[config.mk]
export PLATFORM = sky130hd
export DESIGN_NAME = tboom_freelist_multi
export DESIGN_NICKNAME = d
export VERILOG_FILES = /design/src/rtl/tboom_freelist_multi.sv
export SDC_FILE = /design/constraint.sdc
export NUM_CORES = 1
export LEC_CHECK = 0
export CAP_MARGIN = 5
export CELL_PAD_IN_SITES_DETAIL_PLACEMENT = 0
export CELL_PAD_IN_SITES_GLOBAL_PLACEMENT = 1
export CORE_MARGIN = 1
export CORE_UTILIZATION = 56
export DETAILED_ROUTE_END_ITERATION = 6
export PLACE_DENSITY_LB_ADDON = 0.1
export SLEW_MARGIN = 20
export SYNTH_ARGS = -nofsm -noshare
export SYNTH_HDL_FRONTEND = slang
export SYNTH_SLANG_ARGS = --single-unit
[constraint.sdc]
create_clock -name clk -period 16.8 [get_ports clk]
set_input_delay 3.36 -clock clk [delete_from_list [all_inputs] [get_ports clk]]
set_output_delay 3.36 -clock clk [all_outputs]
set_load 0.02 [all_outputs]
[src/rtl/tboom_freelist_multi.sv]
// N-wide physical-register free list for rename: circular tag array with
// multi-lane compacted alloc/free and head-pointer checkpoints for branch recovery.
module tboom_freelist_multi #(
  parameter int unsigned PREG_COUNT       = 64,
  parameter int unsigned ARCH_REGS        = 32,
  parameter int unsigned ALLOC_PORTS      = 2,
  parameter int unsigned FREE_PORTS       = 2,
  parameter int unsigned CHECKPOINT_DEPTH = 8,
  localparam int unsigned PTAG_W = $clog2(PREG_COUNT),
  localparam int unsigned CP_W   = (CHECKPOINT_DEPTH > 1) ? $clog2(CHECKPOINT_DEPTH) : 1,
  localparam int unsigned CNT_W  = $clog2(PREG_COUNT) + 1
) (
  input  logic                          clk,
  input  logic                          rst,
  input  logic [ALLOC_PORTS-1:0]        alloc_req,
  output logic                          alloc_ready,
  output logic [ALLOC_PORTS*PTAG_W-1:0] alloc_tag,
  input  logic [FREE_PORTS-1:0]         free_valid,
  input  logic [FREE_PORTS*PTAG_W-1:0]  free_tag,
  input  logic                          cp_save,
  input  logic                          cp_restore,
  input  logic [CP_W-1:0]               cp_idx,
  output logic [CNT_W-1:0]              free_count,
  output logic                          empty,
  output logic                          err_overflow,
  output logic                          err_bad_restore
);

  localparam int unsigned DEPTH = PREG_COUNT - ARCH_REGS;
  localparam int unsigned IDX_W = (DEPTH > 1) ? $clog2(DEPTH) : 1;
  localparam int unsigned PTR_W = IDX_W + 1;
  localparam int unsigned LN_W  = 3;
  localparam int unsigned SUM_W = IDX_W + 4;

  // Pointer is {wrap, index}; index stays in 0..DEPTH-1 even for non-power-of-two DEPTH.
  function automatic logic [PTR_W-1:0] ptr_add(input logic [PTR_W-1:0] p, input logic [LN_W-1:0] k);
    logic [SUM_W-1:0] s;
    s = SUM_W'(p[IDX_W-1:0]) + SUM_W'(k);
    if (s >= SUM_W'(DEPTH)) begin
      s = s - SUM_W'(DEPTH);
      return {~p[PTR_W-1], s[IDX_W-1:0]};
    end
    return {p[PTR_W-1], s[IDX_W-1:0]};
  endfunction

  function automatic logic [CNT_W-1:0] ptr_diff(input logic [PTR_W-1:0] t, input logic [PTR_W-1:0] h);
    logic [CNT_W-1:0] ti;
    logic [CNT_W-1:0] hi;
    ti = CNT_W'(t[IDX_W-1:0]);
    hi = CNT_W'(h[IDX_W-1:0]);
    if (t[PTR_W-1] != h[PTR_W-1]) ti = ti + CNT_W'(DEPTH);
    return ti - hi;
  endfunction

  function automatic logic [LN_W-1:0] popcnt(input logic [3:0] v);
    logic [LN_W-1:0] c;
    c = '0;
    for (int unsigned i = 0; i < 4; i++) c = c + LN_W'(v[i]);
    return c;
  endfunction

  logic [PTAG_W-1:0]         entries [DEPTH];
  logic [PTR_W-1:0]          head, tail;
  logic [PTR_W-1:0]          cp_head [CHECKPOINT_DEPTH];
  logic [CHECKPOINT_DEPTH-1:0] cp_valid;

  logic [LN_W-1:0]  n_req, n_free, k_a, k_f;
  logic             grant, overflow, restore_ok;
  logic [CNT_W:0]   cnt_after;
  logic [PTR_W-1:0] head_alloc, head_nxt, tail_nxt, rd_ptr;
  logic [CNT_W-1:0] count_nxt;
  logic [PTR_W-1:0] wr_ptr [FREE_PORTS];
  logic [FREE_PORTS-1:0] wr_en;

  // Grant, tag compaction, free placement and next pointer computation.
  always_comb begin
    alloc_tag  = '0;
    wr_en      = '0;
    k_a        = '0;
    k_f        = '0;
    rd_ptr     = head;
    for (int unsigned l = 0; l < FREE_PORTS; l++) wr_ptr[l] = tail;

    n_req       = popcnt(4'(alloc_req));
    n_free      = popcnt(4'(free_valid));
    alloc_ready = (CNT_W'(n_req) <= free_count) && !cp_restore;
    grant       = alloc_ready;

    for (int unsigned l = 0; l < ALLOC_PORTS; l++) begin
      if (alloc_req[l]) begin
        rd_ptr = ptr_add(head, k_a);
        alloc_tag[l*PTAG_W +: PTAG_W] = entries[rd_ptr[IDX_W-1:0]];
        k_a = k_a + LN_W'(1);
      end
    end

    head_alloc = grant ? ptr_add(head, n_req) : head;
    cnt_after  = {1'b0, free_count} - (grant ? (CNT_W+1)'(n_req) : '0) + (CNT_W+1)'(n_free);
    overflow   = cnt_after > (CNT_W+1)'(DEPTH);

    for (int unsigned l = 0; l < FREE_PORTS; l++) begin
      if (free_valid[l] && !overflow) begin
        wr_en[l]  = 1'b1;
        wr_ptr[l] = ptr_add(tail, k_f);
        k_f = k_f + LN_W'(1);
      end
    end

    tail_nxt   = overflow ? tail : ptr_add(tail, n_free);
    restore_ok = cp_restore && cp_valid[cp_idx];
    head_nxt   = restore_ok ? cp_head[cp_idx] : head_alloc;
    count_nxt  = ptr_diff(tail_nxt, head_nxt);
  end

  always_ff @(posedge clk) begin
    if (rst) begin
      for (int unsigned i = 0; i < DEPTH; i++) entries[i] <= PTAG_W'(ARCH_REGS + i);
      for (int unsigned i = 0; i < CHECKPOINT_DEPTH; i++) cp_head[i] <= '0;
      head            <= '0;
      tail            <= ptr_add('0, '0) + PTR_W'(0) | {1'b1, IDX_W'(0)};
      cp_valid        <= '0;
      free_count      <= CNT_W'(DEPTH);
      empty           <= (DEPTH == 0);
      err_overflow    <= 1'b0;
      err_bad_restore <= 1'b0;
    end else begin
      head       <= head_nxt;
      tail       <= tail_nxt;
      free_count <= count_nxt;
      empty      <= (count_nxt == '0);
      for (int unsigned l = 0; l < FREE_PORTS; l++)
        if (wr_en[l]) entries[wr_ptr[l][IDX_W-1:0]] <= free_tag[l*PTAG_W +: PTAG_W];
      if (overflow) err_overflow <= 1'b1;
      // A restore wins over a same-cycle save; a good restore flushes every slot.
      if (cp_restore) begin
        if (restore_ok) cp_valid <= '0;
        else            err_bad_restore <= 1'b1;
      end else if (cp_save) begin
        cp_valid[cp_idx] <= 1'b1;
        cp_head[cp_idx]  <= head_alloc;
      end
    end
  end

endmodule
==> results.txt <==
The flow ran to the end, and the final reports show no timing, DRC or antenna violations. Along the worst hold path, the cell count comes to 2. The startpoint of the worst hold path is cp_valid[4]$_SDFFE_PP0P_.

The data required time of the critical path came out at 17010 ps. The global-route wire length before repair came out at 82200 um. In this run the deepest clock path goes through 3 buffers.

The critical path starts at alloc_req[0]. The setup slack of the most critical reg-to-reg path is 9520 ps. For hold timing, the worst endpoint is cp_valid[4]$_SDFFE_PP0P_.

The total of warnings raised by yosys came out at 0. Counting flops with a built-in enable in the synthesized netlist gives 240. The complex-gate fraction of the synthesized area came out at 8.88%. The maximum number of pins on one net before global-route repair is 65. Buffers added to address setup during post-CTS repair amount to 0. Hold is met by 467 ps. The total length of routed wires came out at 55500 um. The area occupied by multi-input gates is 8960 um2. The transition at the pin with the smallest max-transition slack came out at 1180 ps. In this run the remaining antenna-violating nets after routing total 0. In this run the critical register-to-register path is launched from free_count[2]$_SDFF_PP0_.

The mean area per synthesized cell is 12.0 um2. For the finished layout, the period the worst path requires is 10980 ps. The number of primary I/O pins is 46.

The most frequently used flop master after synthesis is sky130_fd_sc_hd__edfxtp_1. The synthesized netlist devotes 1.08% of its cell area to XOR and XNOR gates. The number of resized instances in the post-cts repair step came out at 0. Synthesis inferred 270 register bits. The number of clock buffers added by TritonCTS is 30. The maximum clock skew at final layout came out at 9.85 ps.

CTS saw 270 sinks. In this run the number of H-tree levels came out at 1. The number of vias in the routed layout is 13300. The highest achievable clock rate came out at 0.0911 GHz.

Prior to clock tree synthesis, the placed netlist has a worst setup slack of 5310 ps. The number of cells on the worst reg-to-reg path came out at 24. Setup repair after global routing left no endpoint under its margin. The wire-length estimate of the detail-placed layout is 38400 um. The area share of fa/ha/maj cells after synthesis came out at 2.54%. The clock slew at the register clock pins of the worst setup and hold paths came out at 60 ps. In this run the standard cell core region covers 30600 um2. The number of nets in the final layout is 1489. The endpoint of the most critical register-to-register path is entries[6][1]$_DFFE_PP_.

The accumulated negative setup slack came out at 0 ps. The average wire per cell in the routed design is 30.0 um. The unique cell type count in the Yosys netlist is 80.

For this block, the initial DRC count from the detailed router was 2088. The headroom to the max-slew limit came out at 21.6%. The final design instance area without fill is 19000 um2.

The final hold violation count is 0. The weighted congestion reported at the end of routability-driven placement is 0.909. In the routed design, unresolved DRC markers number 0. In this run the worst hold path is classified as flip-flop to flip-flop. The portion of synthesized area spent on multiplexers is 23.9%. Across the run, the number of max-cap violations was 0. The sequential-to-total area share from yosys stat is 44.7%. The total power per unit cell area came out at 123 nW/um2. The share of flip-flops with an asynchronous set or reset after synthesis came out at 0%.

After clock tree synthesis, the flow added hold-fix buffers numbering 0. The die covers 31900 um2. The number of global-route vias before repair came out at 12600. The area added between synthesis and finish came out at 9.11%. The layout filler cell count is 2435. The number of core rows is 64. The max-slew violation count is 0. Port buffering added 45 buffers. Summed over all cells, the static leakage comes to 6.06 nW. Setup slack closes at 5820 ps. The latest clock arrival within the worst-skew pair came out at 570 ps. Of all nets on the critical path, the largest fanout is 23. The launching element type of the critical path is an input port. The number of nets in the synthesized netlist is 1514. The number of antenna violations at the first check in global routing came out at 1. The data arrival at the endpoint of the critical path came out at 11190 ps. Dividing the detail-routed via count by the number of cells gives 7.19. The critical setup path kind is input port to flip-flop. TritonCTS built the clock tree. STA classifies the critical path endpoint as a flip-flop. Across every metal layer, demand over resource in global routing totals 35.7%.

The iteration count of the initial detailed-routing pass came out at 6. The area of the mapped netlist is 17500 um2. The die is 179 um tall. Setup violations remaining at the end of the flow were counted as 0. The area occupied by registers is 7810 um2. Of the total synthesized cell area, the portion taken by AND, OR, NAND and NOR gates is 14.7%. The cell count after synthesis came out at 1458. The peak ir drop on the vdd network came out at 0.000191 V. The residual overflow from global routing came out at 0. The final period utilization is 65.4%. The horizontal die dimension is 179 um. After synthesis, the largest family of logic cells by area is multiplexers. In the final layout, the share of cells above drive strength 1 is 18.3%.

In this run the clock root is driven by a sky130_fd_sc_hd__clkbuf_16. The initial core utilization came out at 57.0%. In this run the cell area measured after placement is 18000 um2.
-- report_power, final --
group          switching (mW)  internal, mW
combinational           0.590         0.295
sequential             0.0327         0.765
clock                   0.283         0.383
-- cell usage in the layout, fill, tap and decap left out, types with 13 or more instances in the layout --
cell type,count
sky130_fd_sc_hd__nand2_1,96
sky130_fd_sc_hd__nor3_1,73
sky130_fd_sc_hd__nand2b_1,13
sky130_fd_sc_hd__a21oi_1,49
sky130_fd_sc_hd__buf_4,30
sky130_fd_sc_hd__mux4_2,120
sky130_fd_sc_hd__ha_1,27
sky130_fd_sc_hd__nor2_1,135
sky130_fd_sc_hd__nand3_1,66
sky130_fd_sc_hd__nor2b_1,39
sky130_fd_sc_hd__dfxtp_1,28
sky130_fd_sc_hd__a32o_1,30
sky130_fd_sc_hd__clkbuf_16,31
sky130_fd_sc_hd__inv_1,27
sky130_fd_sc_hd__nor4_1,16
sky130_fd_sc_hd__mux2i_1,115
sky130_fd_sc_hd__clkdlybuf4s50_1,44
sky130_fd_sc_hd__mux2_2,24
sky130_fd_sc_hd__edfxtp_1,240
sky130_fd_sc_hd__a22oi_1,23
-- worst max-delay path, stage by stage --
cell and delay [ps]:
sky130_fd_sc_hd__clkdlybuf4s50_1 710, sky130_fd_sc_hd__ha_1 540, sky130_fd_sc_hd__inv_1 100, sky130_fd_sc_hd__ha_1 280
sky130_fd_sc_hd__nand4b_1 130, sky130_fd_sc_hd__o211ai_1 100, sky130_fd_sc_hd__a311oi_1 530, sky130_fd_sc_hd__nor2_1 250
sky130_fd_sc_hd__and2_1 240, sky130_fd_sc_hd__fa_1 470, sky130_fd_sc_hd__inv_1 60, sky130_fd_sc_hd__ha_1 270
sky130_fd_sc_hd__a211o_1 310, sky130_fd_sc_hd__a311o_1 340, sky130_fd_sc_hd__or4_4 460, sky130_fd_sc_hd__and3_1 320
sky130_fd_sc_hd__and3_1 230, sky130_fd_sc_hd__ha_1 200, sky130_fd_sc_hd__ha_1 180, sky130_fd_sc_hd__nand2_1 220
sky130_fd_sc_hd__nand2_1 100, sky130_fd_sc_hd__and4_4 210, sky130_fd_sc_hd__a211o_1 410, sky130_fd_sc_hd__a31oi_4 600
sky130_fd_sc_hd__a21oi_1 120, sky130_fd_sc_hd__o21bai_1 450
-- flip-flops by register name (all words and copies together) (netlist names) --
| name | count |
|---|---|
| empty | 1 |
| cp_valid | 8 |
| entries | 192 |
| cp_head | 48 |
| err_bad_restore | 1 |
| head | 6 |
| tail | 6 |
| free_count | 7 |
| err_overflow | 1 |
-- synth_stat cells (all sizes together), types with 3 or more instances --
cell	n	area, um2
edfxtp	240	7210
nand4b	4	35.0
and3	11	68.8
nor3b	4	35.0
buf	45	275
nand3	71	380
ha	29	363
a311o	9	90.1
nor2	140	548
inv	27	101
nor2b	39	244
xor2	10	95.1
nor3	74	382
nand2	99	384
clkbuf	87	327
nand2b	13	81.3
o21a	3	22.5
a21oi	51	259
a22oi	23	173
and2	7	43.8
a31oi	10	114
mux2	27	315
a32o	30	300
o21ai	12	60.1
or3	4	25.0
a211o	7	61.3
nand3b	4	30.0
o21bai	4	33.8
mux2i	115	1150
dfxtp	30	601
a21o	10	75.1
or2	5	31.3
fa	4	80.1
nand4	10	62.6
nor4	19	146
a21boi	3	22.5
mux4	120	2700
o31ai	7	52.6
a221oi	11	96.3
xnor2	8	70.1
clkinv	5	18.8
or4	5	45.0
-- kinds of logic (layout without fill, tap and decap cells) --
logic type               after synthesis  in the layout
XOR/XNOR                              19             19
flip-flops                           270            270
adder cells (fa/ha/maj)               33             33
multiplexers                         262            262
other                                  0              1
buffers and inverters                164            162
AND/OR/NAND/NOR                      512            512
AO/OA/AOI/OAI                        198            198
-- routing by layer --
metal	vias up	track usage [%]	share of wire, %
li1	5624	-	-
met1	6606	52.0	40
met2	967	52.7	44
met3	129	9.48	14
met4	0	9.22	2.8
met5	-	0	0
-- per-stage QoR --
step / util (%) / std cells / total power [mW]
2_1_floorplan: - / 1458 / 1.41
3_3_place_gp: 59.0 / 1797 / 1.66
3_5_place_dp: 59.0 / 1797 / 1.67
4_1_cts: 62.2 / 1852 / 2.32
5_1_grt: 62.2 / 1852 / 2.43
6_report: 62.2 / 1853 / 2.35
-- final cells by class --
cell class                 count  area share (%)
timing repair buffer          75            3.52
antenna                        1          0.0131
clock inverter                20           0.999
inverter                      32           0.631
multi-input combinational   1024            47.0
sequential                   270            41.0
clock buffer                  35            4.15
tap                          396            2.60
-- how the worst max path moves through the flow --
stage / endpoint / slack, ps
2_1_floorplan: entries[6][0]$_DFFE_PP_ / 6940
3_3_place_gp: entries[22][2]$_DFFE_PP_ / 5540
3_5_place_dp: entries[6][4]$_DFFE_PP_ / 5310
4_1_cts: entries[6][3]$_DFFE_PP_ / 5920
5_1_grt: entries[22][1]$_DFFE_PP_ / 5300
6_report: entries[6][1]$_DFFE_PP_ / 5820
(Power assumes the default switching activity.)
==> patch: new RTL, config.mk and constraints unchanged <==
The parameter `FREE_PORTS` goes from 2 to 1.
--- a/src/rtl/tboom_freelist_multi.sv
+++ b/src/rtl/tboom_freelist_multi.sv
@@ -5,5 +5,5 @@
   parameter int unsigned ARCH_REGS        = 32,
   parameter int unsigned ALLOC_PORTS      = 2,
-  parameter int unsigned FREE_PORTS       = 2,
+  parameter int unsigned FREE_PORTS       = 1,
   parameter int unsigned CHECKPOINT_DEPTH = 8,
   localparam int unsigned PTAG_W = $clog2(PREG_COUNT),
Interface: changed (resized free_tag and free_valid); port bits go from 46 to 39. The function was not compared with the original's and may differ.
==> patch against the unedited design <==
Critical path depth shrank 19; routed wire length shrank 21%; sequential power is essentially flat; design area shrank 14%; sequential cell count is the same; total power shrank 11%; first-iteration DRC count shrank 35%; via count shrank 23%; fmax grew 5.2%; synthesized area shrank 16%; worst setup slack gained 0.54 ns; worst hold slack lost 0.019 ns.
==> patch: results (changes against the unedited design) <==
Layout cell share with drive strength beyond 1: 19.6% (+1.4 points)
Cell variety after synth: 62 (-23%)
CTS Buffer Depth: 3 (unchanged)
Path category of the worst min-delay check: flip-flop to flip-flop
Initial DRC Count: 1361 (-35%)
Largest net degree at the start of global routing: 56 (-14%)
Clk_skew: 0.0115 ns (+0.00166 ns)
Post-Syn Nets: 1194 (-21%)
Routed WL: 43.6 mm (-21%)
Crit path max fanout: 48 (+110%)
Most flop-heavy register: entries
Vias in the first global route: 9645 (-24%)
Crit-path leading delay family: multiplexers
Top flop regs: entries x192, cp_head x48, cp_valid x8
Maximum VDD drop: 102 uV (-47%)
Routability Congestion: 0.942 (+3.6%)
Synth top area cells: edfxtp_1 (49%), mux4_2 (19%), nor2_1 (4.2%)
Port bufs: 38 (-16%)
Initial antenna violation count: 0 (-1)
Post-CTS Setup Repair Bufs: 0 (unchanged)
Cts repair resizes: 0 (unchanged)
TritonRoute pass-1 iters: 5 (-1)
DP HPWL: 29.5 mm (-23%)
CP arrival: 7.08 ns (-4.11 ns)
Synth Instances: 1149 (-21%)
Status: finished, final reports clean
Synth top cells by count: edfxtp_1 (240), nor2_1 (163), nand2_1 (153)
Fillers: 1959 (-20%)
First-pass GRT wire length: 63.8 mm (-22%)
Vias: 10200 (-23%)
Inserted Clock Buffers: 29 (-3.3%)
Leakage Power: 0.00521 uW (-14%)
Slowest stage delay, CP: 1.05 ns (+0.34 ns)
Root Driver: clkbuf_16
Post-synth EDFFs: 240 (unchanged)
Slowest stage cell, crit path: ha_4
Global Route Usage Sum: 33.5% (-2.2 points)
Post-DR vias/cell: 6.73 (-6.4%)
Placed Cells: 1464 (-19%)
Actual slew at the worst max-slew pin: 1.16 ns (-0.0125 ns)
Sequential area share after synthesis: 53.0% (+8.2 points)
Antenna Cells: 0 (-1)
Worst-skew pair later-pin latency: 0.56 ns
Top_reg_cell synth: edfxtp_1
Net Sw Frac: 34.2% (-4.4 points)
patch: worst paths after layout:
kind,to,slack [ns],cells past startpoint,startpoint
max,alloc_tag[7],6.36,7,alloc_req[0]
min,err_overflow,0.45,2,err_overflow
max reg2reg,empty,11.07,24,free_count[0]
min reg2reg,err_overflow,0.45,2,err_overflow
patch: final cells by class:
| type | count | area, um^2 | area share, % |
|---|---|---|---|
| Clock inverter | 12 | 85.1 | 0.521 |
| Sequential cell | 270 | 7810 | 47.9 |
| Clock buffer | 41 | 790 | 4.84 |
| Timing Repair Buffer | 72 | 636 | 3.89 |
| Inverter | 22 | 82.6 | 0.506 |
| Tap cell | 335 | 419 | 2.57 |
| Multi-Input combinational cell | 765 | 6490 | 39.8 |
patch: kinds of logic after synthesis:
logic type	synth area share [%]
buf+inv	3.20
fa+ha+maj	2.56
simple gates	14.7
compound gates	3.83
mux	21.6
xor+xnor	1.13
flops	53.0
patch: layer usage:
metal | part of all wire [%] | vias up | GRT usage (%)
met1 | 40 | 5103 | 49.4
met4 | 2.3 | 2 | 8.67
li1 | - | 4340 | -
met3 | 13 | 74 | 9.37
met5 | 0.10 | - | 1.33
met2 | 45 | 693 | 48.9
patch: stage by stage:
| stage | instance area, um^2 | setup slack (ns) |
|---|---|---|
| 2_1_floorplan | 14700 | 7.71 |
| 3_3_place_gp | 15400 | 6.39 |
| 3_5_place_dp | 15400 | 6.32 |
| 4_1_cts | 16300 | 6.34 |
| 5_1_grt | 16300 | 6.15 |
| 6_report | 16300 | 6.36 |
patch: worst reg2reg max path, stage by stage, from the launching register on:
cell	delay, ns
dfxtp_1	0.33
ha_1	0.30
nand4b_1	0.10
o2111ai_1	0.29
nor2_1	0.12
nor2_1	0.37
nand2_1	0.11
ha_1	0.30
ha_1	0.29
a211oi_2	0.34
nor2_1	0.11
xnor2_1	0.14
o41ai_1	0.53
nor3b_2	0.24
buf_4	0.22
mux2i_1	0.37
inv_1	0.09
ha_1	0.26
nor2b_1	0.12
o21ai_0	0.15
nand2b_1	0.11
a21o_1	0.19
a21oi_1	0.24
nand3_1	0.14
a211oi_1	0.21
patch: power by group through the flow:
stage,sequential (uW),combinational (uW),clock (uW)
after floorplan,801,494,0
after global placement,807,688,0
after detailed placement,808,693,0
after CTS,795,697,600
after global routing,799,750,629
final,795,701,602
